--- config.mk ---
export PLATFORM = sky130hd
export DESIGN_NAME = hazard_ctrl_unit
export DESIGN_NICKNAME = d
export VERILOG_FILES = /design/src/rtl/hazard_ctrl_unit.sv
export SDC_FILE = /design/constraint.sdc
export NUM_CORES = 1
export LEC_CHECK = 0
export BUFFER_PORTS_ARGS = -buffer_cell sky130_fd_sc_hd__buf_2
export CAP_MARGIN = 20
export CORE_MARGIN = 4
export CORE_UTILIZATION = 30
export DETAILED_ROUTE_END_ITERATION = 6
export PLACE_DENSITY = 0.58
export REMOVE_ABC_BUFFERS = 1
export SLEW_MARGIN = 25
export SYNTH_ARGS = -nofsm -noshare
export SYNTH_HDL_FRONTEND = slang
export SYNTH_SLANG_ARGS = --single-unit
--- constraint.sdc ---
create_clock -name clk -period 2.6 [get_ports clk]
set_input_delay 0.52 -clock clk [delete_from_list [all_inputs] [get_ports clk]]
set_output_delay 0.52 -clock clk [all_outputs]
set_load 0.01 [all_outputs]
--- src/rtl/hazard_ctrl_unit.sv ---
// Pipeline hazard control for the 5-stage MIPS core: load-use stall, branch
// flush, and a multi-cycle mult/div freeze, with a saturating stall counter.
module hazard_ctrl_unit #(
  parameter int MULDIV_CYCLES = 4,
  parameter int CNT_W         = 16
) (
  input  logic             clk,
  input  logic             reset,
  input  logic [4:0]       id_rs,
  input  logic [4:0]       id_rt,
  input  logic             id_uses_rs,
  input  logic             id_uses_rt,
  input  logic [4:0]       ex_rt,
  input  logic             ex_memtoreg,
  input  logic             ex_is_muldiv,
  input  logic             branch_taken,
  output logic             pc_le,
  output logic             if_id_le,
  output logic             if_id_clear,
  output logic             id_ex_le,
  output logic             id_ex_clear,
  output logic             ex_mem_le,
  output logic             ex_mem_clear,
  output logic             muldiv_busy,
  output logic [CNT_W-1:0] stall_cycles
);

  typedef enum logic {RUN = 1'b0, MULDIV = 1'b1} state_t;

  localparam bit         MULDIV_EN = (MULDIV_CYCLES > 1);
  localparam logic [3:0] CNT_LOAD  = 4'(MULDIV_CYCLES - 2);

  state_t           state_q, state_d;
  logic [3:0]       cnt_q, cnt_d;
  logic [CNT_W-1:0] stall_q, stall_d;
  logic             muldiv_stall;
  logic             load_use;

  always_ff @(posedge clk or posedge reset) begin
    if (reset) begin
      state_q <= RUN;
      cnt_q   <= 4'd0;
      stall_q <= '0;
    end else begin
      state_q <= state_d;
      cnt_q   <= cnt_d;
      stall_q <= stall_d;
    end
  end

  always_comb begin
    state_d      = state_q;
    cnt_d        = cnt_q;
    pc_le        = 1'b1;
    if_id_le     = 1'b1;
    if_id_clear  = 1'b0;
    id_ex_le     = 1'b1;
    id_ex_clear  = 1'b0;
    ex_mem_le    = 1'b1;
    ex_mem_clear = 1'b0;

    muldiv_stall = ((state_q == RUN) && ex_is_muldiv && MULDIV_EN) ||
                   ((state_q == MULDIV) && (cnt_q != 4'd0));
    load_use     = (state_q == RUN) && !muldiv_stall && ex_memtoreg &&
                   (ex_rt != 5'd0) &&
                   ((id_uses_rs && (id_rs == ex_rt)) ||
                    (id_uses_rt && (id_rt == ex_rt)));

    if (reset) begin
      pc_le        = 1'b0;
      if_id_le     = 1'b0;
      if_id_clear  = 1'b1;
      id_ex_le     = 1'b0;
      id_ex_clear  = 1'b1;
      ex_mem_le    = 1'b0;
      ex_mem_clear = 1'b1;
    end else if (muldiv_stall) begin
      pc_le        = 1'b0;
      if_id_le     = 1'b0;
      id_ex_le     = 1'b0;
      ex_mem_le    = 1'b0;
      ex_mem_clear = 1'b1;
      if (state_q == RUN) begin
        state_d = MULDIV;
        cnt_d   = CNT_LOAD;
      end else begin
        cnt_d = cnt_q - 4'd1;
      end
    end else if (state_q == MULDIV) begin
      // Final EX cycle of the op: front end moves again, outputs stay default.
      state_d = RUN;
    end else if (load_use) begin
      pc_le       = 1'b0;
      if_id_le    = 1'b0;
      id_ex_clear = 1'b1;
    end else if (branch_taken) begin
      if_id_clear = 1'b1;
    end

    stall_d = stall_q;
    if (!pc_le && (stall_q != {CNT_W{1'b1}})) begin
      stall_d = stall_q + CNT_W'(1);
    end
  end

  assign muldiv_busy  = !reset && (state_q == MULDIV);
  assign stall_cycles = stall_q;

endmodule

==> summary.md <==
The number of enable-type register cells in the synthesized netlist came out at 0. Port buffering added 45 buffers. The logs give 0 for the count of synthesis-stage warnings from yosys and 0.780 mW for the design internal power. The run gives 0 as the number of max-cap violations.

After synthesis, the netlist uses 40 different library cells. Summed over all cells, the static leakage comes to 0.817 nW. The logs give 0 for the final setup violation count and 0.168 for the share of power burned in the clock network.

The clock latency of the later-clocked register in the worst-skew pair was 0.26 ns. The tools report the fraction of power consumed by combinational cells as 0.403. Most used flip-flop cell after synthesis: dfrtp_1. The post-route fraction of the period consumed by the critical path is 0.946.

The part of the Yosys area used for sequential elements was 0.393; the worst clock skew was 0.00484 ns. The die covers 5590 sq um. Clock tree synthesis selected as its root buffer the cell clkbuf_8. In the final routed layout, each cell accounts on average for 13.1 um.

The register bit total from synthesis is 21. 46 I/O pins were placed. The signal on the critical path passes through inv_1, ha_1, nor3b_4, a21oi_1, or2_2, clkinvlp_4, o21ai_4, inv_4, buf_2.

The number of antenna violations at the first check in global routing is 0. VDD sags by at most 479 uV. The switching power share of the total was 0.382; the aggregate routed wire length was 3.21 mm.

In this run the power density over the cells is 736 nW/um^2. Cell type group with the largest total delay on the critical path: simple AND/OR/NAND/NOR gates. Once detail routing completed, the nets flagged for antenna violations numbered 0.

The fraction of final layout cells sized beyond drive strength 1 is 0.385. The netlist area before placement was 1340 sq um. After detailed routing, the number of vias per cell comes to 4.88. The share of async-settable or async-resettable flops after synthesis works out to 1.00. STA classifies the critical path startpoint as a register. Entering global routing, the biggest net connects 14 pins. The hold buffer count at cts came out at 0. The setup path with the least slack is of type reg2out. The remaining global-route overflow was 0.

Relative to the synthesized area, the layout overhead comes to 28.5%. The tools report the placed wire-length estimate as 2.48 mm. For this design the total switching power over the nets is 0.483 mW. After detailed routing, the number of remaining DRC violations is 0.

The final number of max-transition violations was 0; the worst hold slack was 0.297 ns. Along the worst path, the maximum fanout reaches 6. The post-route worst setup slack was 0.141 ns; the proportion of power drawn by flip-flops and latches was 0.429. The congestion estimate from routability-driven global placement came to 0.748.

For this block, the via count after detailed routing is 1190. The initialized floorplan defines 24 standard-cell rows. The type of destination of the critical path was a primary output. The effective utilization at floorplan came out at 0.309. The top achievable clock speed was 407 MHz; the antenna diode count was 0.

The logs give 21 for the number of clock sinks and 5.31 mm for the wire length of the first global-routing pass. The tools report the overall global routing resource usage as 0.120. In this run the standard cell core region covers 4320 sq um. Among all stages on the critical path, the largest delay is contributed by dfrtp_1.

The largest single stage delay on the critical path is 0.39 ns. The cell count after synthesis came out at 138. Minimum period implied by the final worst setup slack: 2.46 ns.

The final number of hold-violating endpoints came out at 0. The tools report the count of routing violations after the opening detailed-route iteration as 45. The net count of the finished layout was 218; the number of global-route vias before repair was 1177. No sink is reached through more buffers than the 2 on the longest clock path. Height of the die: 74.7 um. Worst min-delay path category: in2async. For the worst setup path, the data required time is 2.08 ns. The H-tree depth reported by CTS is 1, and the clock slew seen by the registers of the worst setup and hold paths is 0.08 ns. The floorplan die width was 74.7 um. The number of clock buffers added by TritonCTS is 3.

The run finished with clean final reports. Timing analysis after detailed placement gives a worst setup slack of 0.244 ns. The tools report the length of the first detailed-routing pass in iterations as 4. The data arrival at the endpoint of the critical path was 1.94 ns. Counting both buffers and inverters, the worst setup path holds a total of 4. The transition time of the tightest slew-check pin is 0.463 ns.

TritonCTS built the clock tree. After synthesis, the mean cell area works out to 9.68 sq um. The relative slew slack was 0.691.
final cells by class:
class | count | area [sq um]
fill | 472 | 2610
multi-input combinational | 107 | 763
sequential | 21 | 526
timing repair buffer | 53 | 285
tap | 52 | 65.1
clock buffer | 4 | 45.0
inverter | 7 | 32.5
per-stage QoR:
stage	total power [mW]	util	setup TNS [ns]	area (sq um)	cells
after floorplan	0.833	-	0	1310	135
after global placement	1.02	0.376	0	1630	236
after detailed placement	1.02	0.376	0	1630	236
after CTS	1.24	0.387	0	1670	240
after global routing	1.38	0.397	-0.0485	1720	244
final	1.26	0.397	0	1720	244
placed cells by master, fill, tap and decap left out, types with 2 or more instances in the layout:
cell | synthesis | layout
buf_4 | 2 | 8
nand3_1 | 9 | 9
inv_1 | 5 | 4
o22ai_1 | 2 | 2
nand2_1 | 12 | 12
clkbuf_8 | 0 | 3
nor3b_2 | 2 | 2
o21ai_0 | 4 | 4
and3_1 | 5 | 5
buf_2 | 0 | 45
mux2i_1 | 2 | 2
xnor2_1 | 10 | 10
a21oi_1 | 6 | 6
a31oi_1 | 4 | 4
dfrtp_1 | 21 | 21
nand4_1 | 5 | 5
nor2_1 | 9 | 9
xor2_1 | 8 | 8
nand2b_1 | 2 | 2
nor3_2 | 5 | 5
ha_1 | 3 | 3
sequential cells by signal, indices dropped and copies added, names as in the netlist:
name	flops
stall_cycles	16
cnt_q	4
state_q	1
cells in the mapped netlist, types with 3 or more instances:
cell	n	area (sq um)
and3_1	5	31.3
nor2_1	9	33.8
a31oi_1	4	25.0
ha_1	3	37.5
a21oi_1	6	30.0
nor3_2	5	50.1
xnor2_1	10	87.6
nand2_1	12	45.0
nand3_1	9	45.0
o21ai_0	4	20.0
xor2_1	8	70.1
dfrtp_1	21	526
nand4_1	5	31.3
inv_1	5	18.8
path summary, 6_finish.rpt:
check / from / end / slack, ns / cells after the start
worst max register to register: cnt_q[1]$_DFFE_PP0P_ / stall_cycles[1]$_DFFE_PP0P_ / 0.35 / 11
min in group clk: stall_cycles[4]$_DFFE_PP0P_ / stall_cycles[4]$_DFFE_PP0P_ / 0.49 / 1
max in group asynchronous: reset / stall_cycles[10]$_DFFE_PP0P_ / 1.76 / 3
worst min-delay path: reset / stall_cycles[5]$_DFFE_PP0P_ / 0.30 / 2
worst max-delay path: cnt_q[1]$_DFFE_PP0P_ / pc_le / 0.14 / 9
worst min register to register: stall_cycles[4]$_DFFE_PP0P_ / stall_cycles[4]$_DFFE_PP0P_ / 0.49 / 1
power by group through the flow:
| stage | registers, mW | clock network, mW | logic [mW] |
|---|---|---|---|
| global placement | 0.540 | 0 | 0.475 |
| floorplan | 0.545 | 0 | 0.288 |
| detailed placement | 0.537 | 0 | 0.483 |
| global route | 0.564 | 0.236 | 0.576 |
| CTS | 0.534 | 0.219 | 0.487 |
| finish | 0.541 | 0.212 | 0.509 |
cell families (layout without fill, tap and decap cells):
group / Yosys count / in the layout / synth area share
and+or+nand+nor: 59 / 59 / 0.260
adders and majority gates: 3 / 3 / 0.0281
DFF: 21 / 21 / 0.393
AOI/OAI and AO/OA: 23 / 23 / 0.122
xor gates and xnor gates: 18 / 18 / 0.118
buffers and inverters: 10 / 64 / 0.0440
muxes: 4 / 4 / 0.0346
what timing repair did:
action                     in CTS  in global routing
setup endpoints to repair       0                  2
buffers inserted                0                  4
resized for setup               0                  4
per-layer routing:
metal	global-route usage	vias to the layer above	share of wire
met2	0.192	30	0.47
met4	0.0178	0	0.0037
li1	-	593	-
met3	0.0280	2	0.052
met5	0	-	0
met1	0.170	565	0.47
Note: power is estimated with default switching activity, not from simulation.
